===== src/rtl/hazard_pkg.sv =====
// Shared types and constants for the pipeline hazard controller.
package hazard_pkg;

  // Sequencer states: normal running, post-branch flush window, memory freeze.
  typedef enum logic [1:0] {
    RUN    = 2'd0,
    FLUSH  = 2'd1,
    FREEZE = 2'd2
  } hz_state_t;

  // Register $zero never carries a real dependency.
  localparam logic [4:0] REG_ZERO = 5'd0;

  // Width of the flush-window down-counter (FLUSH_CYCLES is at most 7).
  localparam int FLUSH_CNT_W = 3;

endpackage


===== src/rtl/hazard_ctrl_if.sv =====
// Hazard-controller bundle: decode/EX/MEM observations in, latch controls out.
// The pipeline drives the master side, hazard_ctrl sits on the slave side.
interface hazard_ctrl_if;
  logic [4:0] id_rs;
  logic [4:0] id_rt;
  logic       id_uses_rt;
  logic       ex_memread;
  logic [4:0] ex_rt;
  logic       mem_branch_taken;
  logic       mem_busy;

  logic       pc_write;
  logic       ifid_write;
  logic       idex_write;
  logic       exmem_write;
  logic       ifid_flush;
  logic       idex_bubble;
  logic       exmem_flush;

  modport master (
    output id_rs, id_rt, id_uses_rt, ex_memread, ex_rt, mem_branch_taken, mem_busy,
    input  pc_write, ifid_write, idex_write, exmem_write,
           ifid_flush, idex_bubble, exmem_flush
  );

  modport slave (
    input  id_rs, id_rt, id_uses_rt, ex_memread, ex_rt, mem_branch_taken, mem_busy,
    output pc_write, ifid_write, idex_write, exmem_write,
           ifid_flush, idex_bubble, exmem_flush
  );
endinterface


===== src/rtl/hazard_ctrl_load_use_detect.sv =====
// Load-use comparator: flags an ID instruction that reads the register a
// load in EX is about to write. Purely combinational.
module load_use_detect
  import hazard_pkg::*;
(
  input  logic [4:0] id_rs,
  input  logic [4:0] id_rt,
  input  logic       id_uses_rt,
  input  logic       ex_memread,
  input  logic [4:0] ex_rt,
  output logic       load_use
);

  // A load to $zero has no visible result, so it never stalls.
  assign load_use = ex_memread && (ex_rt != REG_ZERO) &&
                    ((ex_rt == id_rs) || (id_uses_rt && (ex_rt == id_rt)));

endmodule


===== src/rtl/hazard_ctrl.sv =====
// Pipeline hazard/sequencing controller for the 5-stage MIPS datapath.
// Handles load-use stalls, taken-branch flushes and memory freezes.
// Optional macro HAZARD_PERF_CNT_EN adds saturating stall/flush counters.
module hazard_ctrl
  import hazard_pkg::*;
#(
  parameter int FLUSH_CYCLES = 1,
  parameter int CNT_W        = 32
) (
  input  logic             clk,
  input  logic             rst,
  hazard_ctrl_if.slave     hz
`ifdef HAZARD_PERF_CNT_EN
  ,
  output logic [CNT_W-1:0] stall_cnt,
  output logic [CNT_W-1:0] flush_cnt
`endif
);

  localparam logic [FLUSH_CNT_W-1:0] FLUSH_RELOAD = FLUSH_CNT_W'(FLUSH_CYCLES - 1);

  hz_state_t              state_q, state_d;
  hz_state_t              saved_q, saved_d;
  hz_state_t              eff_state;
  logic [FLUSH_CNT_W-1:0] cnt_q, cnt_d;
  logic                   pending_q, pending_d;
  logic                   load_use;
  logic                   branch_now;
  logic                   frozen;

  load_use_detect u_load_use_detect (
    .id_rs      (hz.id_rs),
    .id_rt      (hz.id_rt),
    .id_uses_rt (hz.id_uses_rt),
    .ex_memread (hz.ex_memread),
    .ex_rt      (hz.ex_rt),
    .load_use   (load_use)
  );

  // Leaving FREEZE resumes the interrupted state; a deferred branch fires then.
  assign frozen     = (state_q == FREEZE);
  assign eff_state  = frozen ? saved_q : state_q;
  assign branch_now = hz.mem_branch_taken || (frozen && pending_q);

  // Next-state and output decode; priority rst > mem_busy > branch > load-use.
  always_comb begin
    // NOTE: every signal gets a default first so no path can infer a latch.
    state_d        = state_q;
    saved_d        = saved_q;
    cnt_d          = cnt_q;
    pending_d      = pending_q;
    hz.pc_write    = 1'b1;
    hz.ifid_write  = 1'b1;
    hz.idex_write  = 1'b1;
    hz.exmem_write = 1'b1;
    hz.ifid_flush  = 1'b0;
    hz.idex_bubble = 1'b0;
    hz.exmem_flush = 1'b0;

    if (rst) begin
      state_d        = RUN;
      saved_d        = RUN;
      cnt_d          = '0;
      pending_d      = 1'b0;
      hz.pc_write    = 1'b0;
      hz.ifid_write  = 1'b0;
      hz.idex_write  = 1'b0;
      hz.exmem_write = 1'b0;
      hz.ifid_flush  = 1'b1;
      hz.idex_bubble = 1'b1;
      hz.exmem_flush = 1'b1;
    end else if (hz.mem_busy) begin
      // Everything holds; the flush counter is frozen with the pipeline.
      hz.pc_write    = 1'b0;
      hz.ifid_write  = 1'b0;
      hz.idex_write  = 1'b0;
      hz.exmem_write = 1'b0;
      state_d        = FREEZE;
      if (!frozen) saved_d = state_q;
      if (hz.mem_branch_taken) pending_d = 1'b1;
    end else if (branch_now) begin
      hz.ifid_flush  = 1'b1;
      hz.idex_bubble = 1'b1;
      hz.exmem_flush = 1'b1;
      pending_d      = 1'b0;
      if (FLUSH_CYCLES > 1) begin
        state_d = FLUSH;
        cnt_d   = FLUSH_RELOAD;
      end else begin
        state_d = RUN;
        cnt_d   = '0;
      end
    end else if (eff_state == FLUSH) begin
      hz.ifid_flush  = 1'b1;
      hz.idex_bubble = 1'b1;
      if (cnt_q <= FLUSH_CNT_W'(1)) begin
        state_d = RUN;
        cnt_d   = '0;
      end else begin
        state_d = FLUSH;
        cnt_d   = cnt_q - FLUSH_CNT_W'(1);
      end
    end else begin
      state_d = RUN;
      if (load_use) begin
        hz.pc_write    = 1'b0;
        hz.ifid_write  = 1'b0;
        hz.idex_bubble = 1'b1;
      end
    end
  end

  // Sequencer state registers.
  always_ff @(posedge clk) begin
    // NOTE: non-blocking assignments so every flop samples pre-edge values.
    state_q   <= state_d;
    saved_q   <= saved_d;
    cnt_q     <= cnt_d;
    pending_q <= pending_d;
  end

`ifdef HAZARD_PERF_CNT_EN
  logic [CNT_W-1:0] stall_cnt_q, stall_cnt_d;
  logic [CNT_W-1:0] flush_cnt_q, flush_cnt_d;
  logic             stall_inc;
  logic             flush_inc;

  assign stall_inc = !rst && !hz.mem_busy && !branch_now && (eff_state == RUN) && load_use;
  assign flush_inc = !rst && !hz.mem_busy && branch_now;

  // Saturating event counters, cleared by reset.
  always_comb begin
    stall_cnt_d = stall_cnt_q;
    flush_cnt_d = flush_cnt_q;
    if (rst) begin
      stall_cnt_d = '0;
      flush_cnt_d = '0;
    end else begin
      if (stall_inc && (stall_cnt_q != '1)) stall_cnt_d = stall_cnt_q + CNT_W'(1);
      if (flush_inc && (flush_cnt_q != '1)) flush_cnt_d = flush_cnt_q + CNT_W'(1);
    end
  end

  // Counter registers.
  always_ff @(posedge clk) begin
    stall_cnt_q <= stall_cnt_d;
    flush_cnt_q <= flush_cnt_d;
  end

  assign stall_cnt = stall_cnt_q;
  assign flush_cnt = flush_cnt_q;
`endif

endmodule


===== src/flat_wrapper.sv =====
// flat-port wrapper written by rule: the top's interface ports become plain ports
module hazard_ctrl_flat import hazard_pkg::*;
#(
  parameter int FLUSH_CYCLES = 1,
  parameter int CNT_W        = 32
)
  (clk, rst, hz_id_rs, hz_id_rt, hz_id_uses_rt, hz_ex_memread, hz_ex_rt, hz_mem_branch_taken, hz_mem_busy, hz_pc_write, hz_ifid_write, hz_idex_write, hz_exmem_write, hz_ifid_flush, hz_idex_bubble, hz_exmem_flush);
  hazard_ctrl_if hz_i ();
  input  logic clk;
  input  logic rst;
  input wire logic [$bits(hz_i.id_rs)-1:0] hz_id_rs;
  input wire logic [$bits(hz_i.id_rt)-1:0] hz_id_rt;
  input wire logic [$bits(hz_i.id_uses_rt)-1:0] hz_id_uses_rt;
  input wire logic [$bits(hz_i.ex_memread)-1:0] hz_ex_memread;
  input wire logic [$bits(hz_i.ex_rt)-1:0] hz_ex_rt;
  input wire logic [$bits(hz_i.mem_branch_taken)-1:0] hz_mem_branch_taken;
  input wire logic [$bits(hz_i.mem_busy)-1:0] hz_mem_busy;
  output wire logic [$bits(hz_i.pc_write)-1:0] hz_pc_write;
  output wire logic [$bits(hz_i.ifid_write)-1:0] hz_ifid_write;
  output wire logic [$bits(hz_i.idex_write)-1:0] hz_idex_write;
  output wire logic [$bits(hz_i.exmem_write)-1:0] hz_exmem_write;
  output wire logic [$bits(hz_i.ifid_flush)-1:0] hz_ifid_flush;
  output wire logic [$bits(hz_i.idex_bubble)-1:0] hz_idex_bubble;
  output wire logic [$bits(hz_i.exmem_flush)-1:0] hz_exmem_flush;
  assign hz_i.id_rs = hz_id_rs;
  assign hz_i.id_rt = hz_id_rt;
  assign hz_i.id_uses_rt = hz_id_uses_rt;
  assign hz_i.ex_memread = hz_ex_memread;
  assign hz_i.ex_rt = hz_ex_rt;
  assign hz_i.mem_branch_taken = hz_mem_branch_taken;
  assign hz_i.mem_busy = hz_mem_busy;
  assign hz_pc_write = hz_i.pc_write;
  assign hz_ifid_write = hz_i.ifid_write;
  assign hz_idex_write = hz_i.idex_write;
  assign hz_exmem_write = hz_i.exmem_write;
  assign hz_ifid_flush = hz_i.ifid_flush;
  assign hz_idex_bubble = hz_i.idex_bubble;
  assign hz_exmem_flush = hz_i.exmem_flush;
  hazard_ctrl #(.FLUSH_CYCLES(FLUSH_CYCLES), .CNT_W(CNT_W)) u_core (.clk(clk), .rst(rst), .hz(hz_i));
endmodule

===== config.mk =====
export PLATFORM = sky130hd
export DESIGN_NAME = hazard_ctrl_flat
export DESIGN_NICKNAME = d
export VERILOG_FILES = /design/src/rtl/hazard_pkg.sv /design/src/rtl/hazard_ctrl_if.sv /design/src/rtl/hazard_ctrl_load_use_detect.sv /design/src/rtl/hazard_ctrl.sv /design/src/flat_wrapper.sv
export SDC_FILE = /design/constraint.sdc
export NUM_CORES = 1
export LEC_CHECK = 0
export CORE_MARGIN = 1
export CORE_UTILIZATION = 36
export CTS_CLUSTER_SIZE = 16
export DETAILED_ROUTE_END_ITERATION = 8
export GPL_TIMING_DRIVEN = 1
export PLACE_DENSITY = 0.8
export SLEW_MARGIN = 20
export SYNTH_ARGS = -nofsm -noshare
export SYNTH_HDL_FRONTEND = slang
export SYNTH_HIERARCHICAL = 1
export SYNTH_SLANG_ARGS = --single-unit

===== constraint.sdc =====
create_clock -name clk -period 1.5 [get_ports clk]
set_input_delay 0.15 -clock clk [delete_from_list [all_inputs] [get_ports clk]]
set_output_delay 0.15 -clock clk [all_outputs]
set_load 0.01 [all_outputs]

==> results of run 1 <==
==> registers in the layout, summed over array words and instances, names as in the netlist <==
signal            count
u_core/state_q        2
u_core/cnt_q          3
u_core/pending_q      1
u_core/saved_q        2
==> routing by layer <==
metal	GRT usage, %	vias to the layer above	wire length (um)
met5	0	-	0
met3	7.083	2	120
met1	27.51	361	859
met2	39.09	30	1167
met4	6.250	0	19
li1	-	364	-
==> stage by stage <==
step | TNS [ns] | setup WS (ns)
6_report | -0.3944 | -0.1301
4_1_cts | -0.3485 | -0.09281
5_1_grt | -0.6766 | -0.1675
2_1_floorplan | 0 | 0.0008160
3_5_place_dp | -3.527 | -0.9083
3_3_place_gp | -3.095 | -0.7939
==> placed cells by master, fill, tap and decap left out, drive strengths merged <==
cell / Yosys / final
inv: 5 / 5
nand2: 2 / 2
o211ai: 1 / 1
a21oi: 6 / 6
nor2: 7 / 7
o21bai: 3 / 3
a221oi: 1 / 1
or4: 1 / 1
a211oi: 1 / 1
o21a: 1 / 1
dfxtp: 8 / 8
a2111o: 1 / 1
clkdlybuf4s15: 0 / 4
o2111ai: 1 / 1
a22oi: 1 / 1
xor2: 7 / 7
buf: 3 / 32
nor4: 2 / 2
nor3: 2 / 2
clkdlybuf4s50: 0 / 5
or2: 2 / 2
o31a: 1 / 1
dlygate4sd2: 0 / 5
xnor2: 3 / 3
o21ai: 2 / 2
o31ai: 2 / 2
nand3: 3 / 3
nor2b: 3 / 3
a211o: 1 / 1
nand2b: 2 / 2
clkbuf: 2 / 3
ha: 2 / 2
a221o: 1 / 1
==> power groups by stage <==
stage          Sequential [mW]  Combinational [mW]  Clock [mW]
6_report                 0.220               0.191       0.172
5_1_grt                  0.220               0.203       0.182
4_1_cts                  0.219               0.177       0.172
3_5_place_dp             0.223               0.184           0
3_3_place_gp             0.223               0.181           0
2_1_floorplan            0.224              0.0702           0
==> critical path, stage by stage (launching register included) <==
cell	delay, ns
dfxtp_2	0.34
nor2b_1	0.17
or2_4	0.26
o31a_1	0.31
buf_2	0.14
==> final timing paths <==
check | startpoint | end | slack [ns] | cells past startpoint
max | u_core/state_q[0] | hz_pc_write | -0.13 | 4
min | u_core/saved_q[0] | u_core/saved_q[0] | 0.53 | 2
max reg2reg | u_core/cnt_q[1] | u_core/cnt_q[1] | -0.02 | 6
min reg2reg | u_core/saved_q[0] | u_core/saved_q[0] | 0.53 | 2
==> timing repair <==
action	in CTS	in global routing
pin swaps	23	9
buffers inserted	1	1
gates resized for setup	82	11
endpoints found under the setup margin	8	7
hold buffers	0	0
==> logic make-up (layout without fill, tap and decap cells) <==
family	Yosys count	in the layout	share of synthesized area [%]
simple gates	24	24	20.85
flops	8	8	25.91
compound gates	23	23	26.52
xor+xnor	10	10	14.17
fa+ha+maj	2	2	4.048
buf+inv	10	54	8.502
==> synthesized netlist by cell type, types with 2 or more instances <==
cell      instances  area share, %
nand2b_1          2            2.0
xnor2_1           3            4.3
o31ai_1           2            2.4
nor3_1            2            1.6
nor2_1            7            4.3
dfxtp_1           8             26
buf_4             2            2.4
nand2_1           2            1.2
nor2b_1           3            3.0
xor2_1            7            9.9
inv_1             5            3.0
clkbuf_1          2            1.2
nand3_1           3            2.4
a21oi_1           6            4.9
ha_1              2            4.0
o21bai_1          3            3.6
==> final cells by class <==
class                   instances  area, um2
clock buffers                   3      22.52
fillers                       125      462.9
inverters                       5      18.77
multi-input cells              59      488.0
flip-flops and latches          8      165.2
well taps                      16      20.02
repair buffers                 46      381.6
==> impl_metrics.tcl, run 1 <==
set metrics [dict create \
    grt_max_degree 9 \
    violations "design-rule violations, negative setup slack" \
    num_io_pins 28 \
    cts_buffers 3 \
    cts_buffer_depth 2 \
    drive_gt1_share_pct 45.45 \
    p_clk_share_pct 29.5 \
    fp.dieArea_mm2 0.001887 \
    worst_slack_ns -0.1301 \
    grt-ovfl-total 0 \
    cts_tree "built" \
    ys_warn_count 6 \
    clock_latency_ns 0.26 \
    globalplace.congestion 0.9023 \
    routed_wirelength_um 2167 \
    row_count 14 \
    syn_nets 100 \
    hp-class "register to register" \
    tightest_slew_ns 0.3104 \
    clkSinkCount 8 \
    post-place-cells 132 \
    fin_nets 146 \
    io_buffers 27 \
    stdcell_count 137 \
    pwr-share-seq_pct 37.7 \
    drtPass1Iterations 6 \
    grt_first_pass_wirelength_um 3201 \
    hold_viol_final 0 \
    status "complete, but fails checks" \
    p_total_mw 0.5821 \
    start_kind "register" \
    ys_seq_area_share_pct 25.91 \
    ys_async_sr_fraction_pct 0 \
    rsz0062_at_grt "true" \
    stdcell_area_mm2 0.001096 \
    critPathMaxFanout 3 \
    dpl_cell_area_mm2 0.001003 \
    die_y_um 43.44 \
    p_sw_mw 0.1666 \
    max_freq_mhz 613.5 \
    fp.dieW_um 43.44 \
    netlist_instances 77 \
    synth_cell_types 34 \
    p_leak_nw 0.4657 \
    power.share.switching_pct 28.63 \
    area_delta_synth_final_pct 77.33 \
    htreeDepth 1 \
    track_usage_pct 22.79 \
    clk_pin_slew_ns 0.06 \
    dp_hpwl_um 1370 \
    timing.hold.ws_ns 0.5285 \
    finalSetupViolations 5 \
    wl_per_cell_um 15.82 \
    p_per_area_mw_per_mm2 531.1 \
    grt_pass1_vias 748 \
    critPathKind "register to output port" \
    start_util_pct 39.65 \
    worstPathArrival_ns 1.48 \
    drtAntennaViolNets 0 \
    ir_drop_mv 0.4770 \
    vias 757 \
    relSlewSlack_pct 79.30 \
    drv_cap 0 \
    slew_viol_final 0 \
    finalClockSkew_ns 0.008940 \
    drt_iter0_drc 11 \
    synth_edf_count 0 \
    syn-cell-area_um2 618.1 \
    layout_min_cycle_time_ns 1.630 \
    core-area_mm2 0.001559 \
    ys_ff_latch 8 \
    worstPathRequired_ns 1.35 \
    synth_flop_cell "dfxtp_1" \
    drc_errors 2 \
    p_int_mw 0.4155 \
    n_antenna_cell 0 \
    utilization_pct 70.30 \
    period_share_pct 108.7 \
    clk_root_buffer_cell "clkbuf_4" \
    comb_power_share_pct 32.8 \
    antenna_found_initial 0 \
    critPathCaptureType "output port" \
    via_per_inst 5.526 \
    avgSynthCellArea_um2 8.027 \
]
No activity file was read; power rests on OpenSTA's default activity.
==> run 2, diff against run 1 <==
--- a/config.mk
+++ b/config.mk
@@ -7,7 +7,7 @@
 export LEC_CHECK = 0
 export CORE_MARGIN = 1
 export CORE_UTILIZATION = 36
-export CTS_CLUSTER_SIZE = 16
+export CTS_CLUSTER_SIZE = 14
 export DETAILED_ROUTE_END_ITERATION = 8
 export GPL_TIMING_DRIVEN = 1
 export PLACE_DENSITY = 0.8
==> results of run 2 <==
Same layout as run 1: the final DEF is identical, and so are final timing and power.
==> run 3, diff against run 2 <==
--- a/config.mk
+++ b/config.mk
@@ -10,7 +10,8 @@
 export CTS_CLUSTER_SIZE = 14
 export DETAILED_ROUTE_END_ITERATION = 8
 export GPL_TIMING_DRIVEN = 1
-export PLACE_DENSITY = 0.8
+export PLACE_DENSITY = 0.71
+export RECOVER_POWER = 100
 export SLEW_MARGIN = 20
 export SYNTH_ARGS = -nofsm -noshare
 export SYNTH_HDL_FRONTEND = slang
==> run 3 against run 2 <==
The flow still finishes with violations (design-rule violations, negative setup slack). Sequential power about the same. Hold slack better by 0.0095 ns. First-iteration DRC count grew 91%. Global-route usage grew 4.5 points.
==> impl_metrics.tcl, run 3 (synthesis gave the netlist of run 1 again) <==
set metrics [dict create \
    critPathKind "primary input to output port" \
    die_y_um 43.44 \
    vias 809 \
    grt-ovfl-total 0 \
    drtAntennaViolNets 0 \
    hold_viol_final 0 \
    layout_min_cycle_time_ns 1.649 \
    dp_hpwl_um 1356 \
    htreeDepth 1 \
    ir_drop_mv 0.3776 \
    worst_slack_ns -0.1494 \
    antenna_found_initial 0 \
    clk_pin_slew_ns 0.05 \
    holdBufCountCts 0 \
    clock_latency_ns 0.26 \
    cts_buffers 3 \
    start_kind "primary input" \
    post-place-ws_ns -0.8395 \
    drt_iter0_drc 21 \
    area_delta_synth_final_pct 92.51 \
    fp.dieArea_mm2 0.001887 \
    io_buffers 27 \
    p_per_area_mw_per_mm2 508.2 \
    p_leak_nw 0.5156 \
    drive_gt1_share_pct 49.62 \
    stdcell_area_mm2 0.001190 \
    drtPass1Iterations 6 \
    finalSetupViolations 8 \
    fin_tns_setup_ns -0.5851 \
    finalClockSkew_ns 0.005868 \
    track_usage_pct 27.27 \
    rsz0062_at_grt "true" \
    drc_errors 8 \
    slowest_delay_ns 0.29 \
    n_antenna_cell 0 \
    critPathCaptureType "output port" \
    grt_first_pass_wirelength_um 3643 \
    start_util_pct 39.65 \
    cp_slowest_cell "nor4_2" \
    top_register "u_core/cnt_q" \
    tightest_slew_ns 0.2318 \
    worstPathArrival_ns 1.50 \
    num_io_pins 28 \
    row_count 14 \
    fp.dieW_um 43.44 \
    grt_pass1_vias 779 \
    clk_root_buffer_cell "clkbuf_4" \
    routed_wirelength_um 2284 \
    hp-class "register to register" \
    dpl_cell_area_mm2 0.001033 \
    grt_max_degree 8 \
    cts_tree "built" \
    via_per_inst 5.430 \
    worstPathRequired_ns 1.35 \
    drv_cap 0 \
    slew_viol_final 0 \
    cts_buffer_depth 2 \
    critical_path.cell_chain "buf_8, xor2_2, nor4_2, nand3_1, a21oi_2, inv_1, o31a_1, buf_2" \
    period_share_pct 110.0 \
    utilization_pct 76.32 \
    status "complete, but fails checks" \
    critPathMaxFanout 3 \
    final_common_cell "buf_4" \
    largest_reg_flops 3 \
    relSlewSlack_pct 84.42 \
    violations "design-rule violations, negative setup slack" \
    fin_nets 158 \
    core-area_mm2 0.001559 \
    clkSinkCount 8 \
    layout_common_cells "27 x buf_4, 8 x buf_2, 7 x nor2_1, 6 x dlygate4sd2_1" \
    reg_top3 "u_core/cnt_q x3, u_core/saved_q x2, u_core/state_q x2" \
    globalplace.congestion 0.7794 \
    max_freq_mhz 606.3 \
    wl_per_cell_um 15.33 \
    p_total_mw 0.6047 \
]
[run 3: cell types whose count changed in the layout (fill, tap and decap cells not counted), sizes merged]
cell           delta
buf               +8
clkdlybuf4s15     +1
clkbuf            +2
clkdlybuf4s50     -1
dlygate4sd2       +1
dlygate4sd3       +1
[run 3: per-stage QoR]
step | hold slack [ns] | cells
2_1_floorplan | 0.2658 | 77
3_3_place_gp | 0.4645 | 136
3_5_place_dp | 0.4814 | 136
4_1_cts | 0.5309 | 147
5_1_grt | 0.5719 | 149
6_report | 0.5381 | 149
[run 3: layer usage]
metal	up-vias	GRT usage, %	routed length, um
met5	-	0	0
met1	368	30.00	895
met3	14	7.083	176
met4	0	17.50	101
met2	44	46.36	1111
li1	383	-	-
[run 3: path summary, 6_finish.rpt]
path,start,cells after the start,slack [ns],end
hold / removal,u_core/cnt_q[2],2,0.54,u_core/cnt_q[2]
setup / recovery,hz_ex_rt[2],8,-0.15,hz_pc_write
setup reg to reg,u_core/state_q[1],5,-0.04,u_core/cnt_q[1]
hold reg to reg,u_core/cnt_q[2],2,0.54,u_core/cnt_q[2]
[run 3: where the power goes]
part	leakage [nW]	switching (mW)	total (mW)	internal (mW)
clock network	0.0138	0.0839	0.176	0.0923
logic	0.435	0.0907	0.210	0.119
registers	0.0673	0.00284	0.219	0.216
total	0.516	0.177	0.605	0.427
[run 3: what timing repair did]
action / in CTS / in global routing
buffers inserted: 10 / 2
endpoints found under the setup margin: 9 / 7
endpoints found under the hold margin: 0 / 0
resized for setup: 78 / 16
pin swaps: 22 / 7
[run 3: area by class of cell]
| cell class | count | area [um2] |
|---|---|---|
| Multi-Input combinational cell | 59 | 490.5 |
| Timing Repair Buffer | 58 | 471.7 |
| Fill cell | 122 | 369.1 |
| Sequential cell | 8 | 166.4 |
| Clock buffer | 3 | 22.52 |
| Tap cell | 16 | 20.02 |
| Inverter | 5 | 18.77 |
[run 3: worst max-delay path, delay by kind of cell]
kind / cells / cell delay (ns)
AND/OR/NAND/NOR: 2 / 0.44
AO/OA/AOI/OAI: 2 / 0.43
XOR/XNOR: 1 / 0.17
buffers and inverters: 3 / 0.30
==> variant (settings of run 2) <==
Set the package constant `FLUSH_CNT_W` to 6 (it was 3).
--- a/src/rtl/hazard_pkg.sv
+++ b/src/rtl/hazard_pkg.sv
@@ -12,7 +12,7 @@
   localparam logic [4:0] REG_ZERO = 5'd0;
 
   // Width of the flush-window down-counter (FLUSH_CYCLES is at most 7).
-  localparam int FLUSH_CNT_W = 3;
+  localparam int FLUSH_CNT_W = 6;
 
 endpackage
 
Check against the original RTL: no difference found for any inputs over 10 cycles, from zero or initial values and one cycle with rst high; that may be too few to reach the edited logic, so the function may still have changed.
==> variant against run 2 <==
  * The flow finishes with violations (setup timing)
  * Non-clock buffer count up 13
  * Via count up 16%
  * Area after synthesis up 20%
  * Routed wire length up 12%
  * Count of clock-buffer cells in the layout up 1
  * Setup slack worse by 0.11 ns
  * Power up 22%
  * Sequential cell count up 3
  * Design area up 24%
  * Critical endpoint is now u_core/cnt_q[4]
==> variant: results (changes against run 2) <==
.. list-table::
   :header-rows: 1

   * - Metric
     - Value
   * - Outcome
     - finished with violations
   * - Violations in the final reports
     - setup timing
   * - Ranking of synthesized cells by area
     - sky130_fd_sc_hd__dfxtp_1 30%, sky130_fd_sc_hd__xor2_1 8.3%, sky130_fd_sc_hd__nor2b_1 4.2%
   * - Switching pwr
     - 0.200 mW (+20%)
   * - Post-Place Cells
     - 161 (+22%)
   * - Area of the multi-input gates
     - 567 sq um (+16%)
   * - Flip-flop and latch share of the layout cell area
     - 16.9% (+1.9 points)
   * - First-pass iteration count of the detailed router
     - 4 (-2)
   * - Comb pwr share
     - 28.5% (-4.3 points)
   * - Number of cells on the worst reg-to-reg path
     - 7 (+1)
   * - Final WS setup
     - -0.240 ns (-0.110 ns)
   * - Compound-gate portion of the synthesized area
     - 24.9% (-1.6 points)
   * - Per-cell via count in the routed design
     - 5.08 (-8.2%)
   * - Hold path cells
     - 1 (-1)
   * - Buffers excl. clock
     - 59 (+28%)
   * - Post-CTS sizing
     - 65 (-21%)
   * - Distinct cell type count of the synthesized netlist
     - 35 (+2.9%)
   * - Met2 global-route usage
     - 37.8% (-1.3 points)
   * - Area share of xor/xnor cells in the synthesized design
     - 11.8% (-2.3 points)
   * - Fraction of the yosys area taken by sequential cells
     - 29.8% (+3.9 points)
   * - Wire length on met2
     - 1330 um (+14%)
   * - Average wire length per cell after detail routing
     - 14.0 um (-11%)
   * - Number of global-route vias before repair
     - 754 (+0.80%)
   * - Number of setup violations in the final report
     - 12 (+7)
   * - Largest net degree at the start of global routing
     - 10 (+1)
   * - Detailed Place HPWL
     - 1750 um (+27%)
   * - Number of design-rule violations left by the first detailed-router iteration
     - 10 (-1)
   * - Clock tree buffer count of the final layout
     - 4 (+1)
   * - Top post-synthesis cells by count
     - 11 x sky130_fd_sc_hd__dfxtp_1, 8 x sky130_fd_sc_hd__inv_1, 7 x sky130_fd_sc_hd__xor2_1
   * - Count of multi-input combinational gates
     - 64 (+8.5%)
   * - Largest registers
     - u_core/cnt_q (6), u_core/saved_q (2), u_core/state_q (2)
   * - Static power due to leakage
     - 0.590 nW (+27%)
   * - Detailed-route wire length on metal 1
     - 960 um (+12%)
   * - #FFs+latches synth
     - 11 (+3)
   * - Sequential cell area
     - 230 sq um (+39%)
   * - Share of layout cells above drive strength 1
     - 52.1% (+6.6 points)
   * - Signal arrival time at the worst endpoint
     - 1.96 ns (+0.48 ns)
   * - Total wire length after detailed routing
     - 2430 um (+12%)
   * - Power in combinational cells
     - 0.202 mW (+6%)
   * - Gr usage total
     - 20.8% (-2.0 points)
   * - Post-Place Worst Slack
     - -0.873 ns (+0.0353 ns)
variant: cell count changes after synthesis, moves of 2 or more:
cell	delta
sky130_fd_sc_hd__a211o_1	+2
sky130_fd_sc_hd__dfxtp_1	+3
sky130_fd_sc_hd__inv_1	+3
sky130_fd_sc_hd__nor2b_1	+2
sky130_fd_sc_hd__o21bai_1	-2
sky130_fd_sc_hd__o31ai_1	-2
sky130_fd_sc_hd__o41ai_1	+2
sky130_fd_sc_hd__or3_1	+3
variant: path summary, 6_finish.rpt:
kind                           to  slack, ns            start
hold / removal    u_core/cnt_q[5]       0.52  u_core/cnt_q[5]
setup / recovery  u_core/cnt_q[4]      -0.24  u_core/cnt_q[0]
hold reg to reg   u_core/cnt_q[5]       0.52  u_core/cnt_q[5]
setup reg to reg  u_core/cnt_q[4]      -0.24  u_core/cnt_q[0]
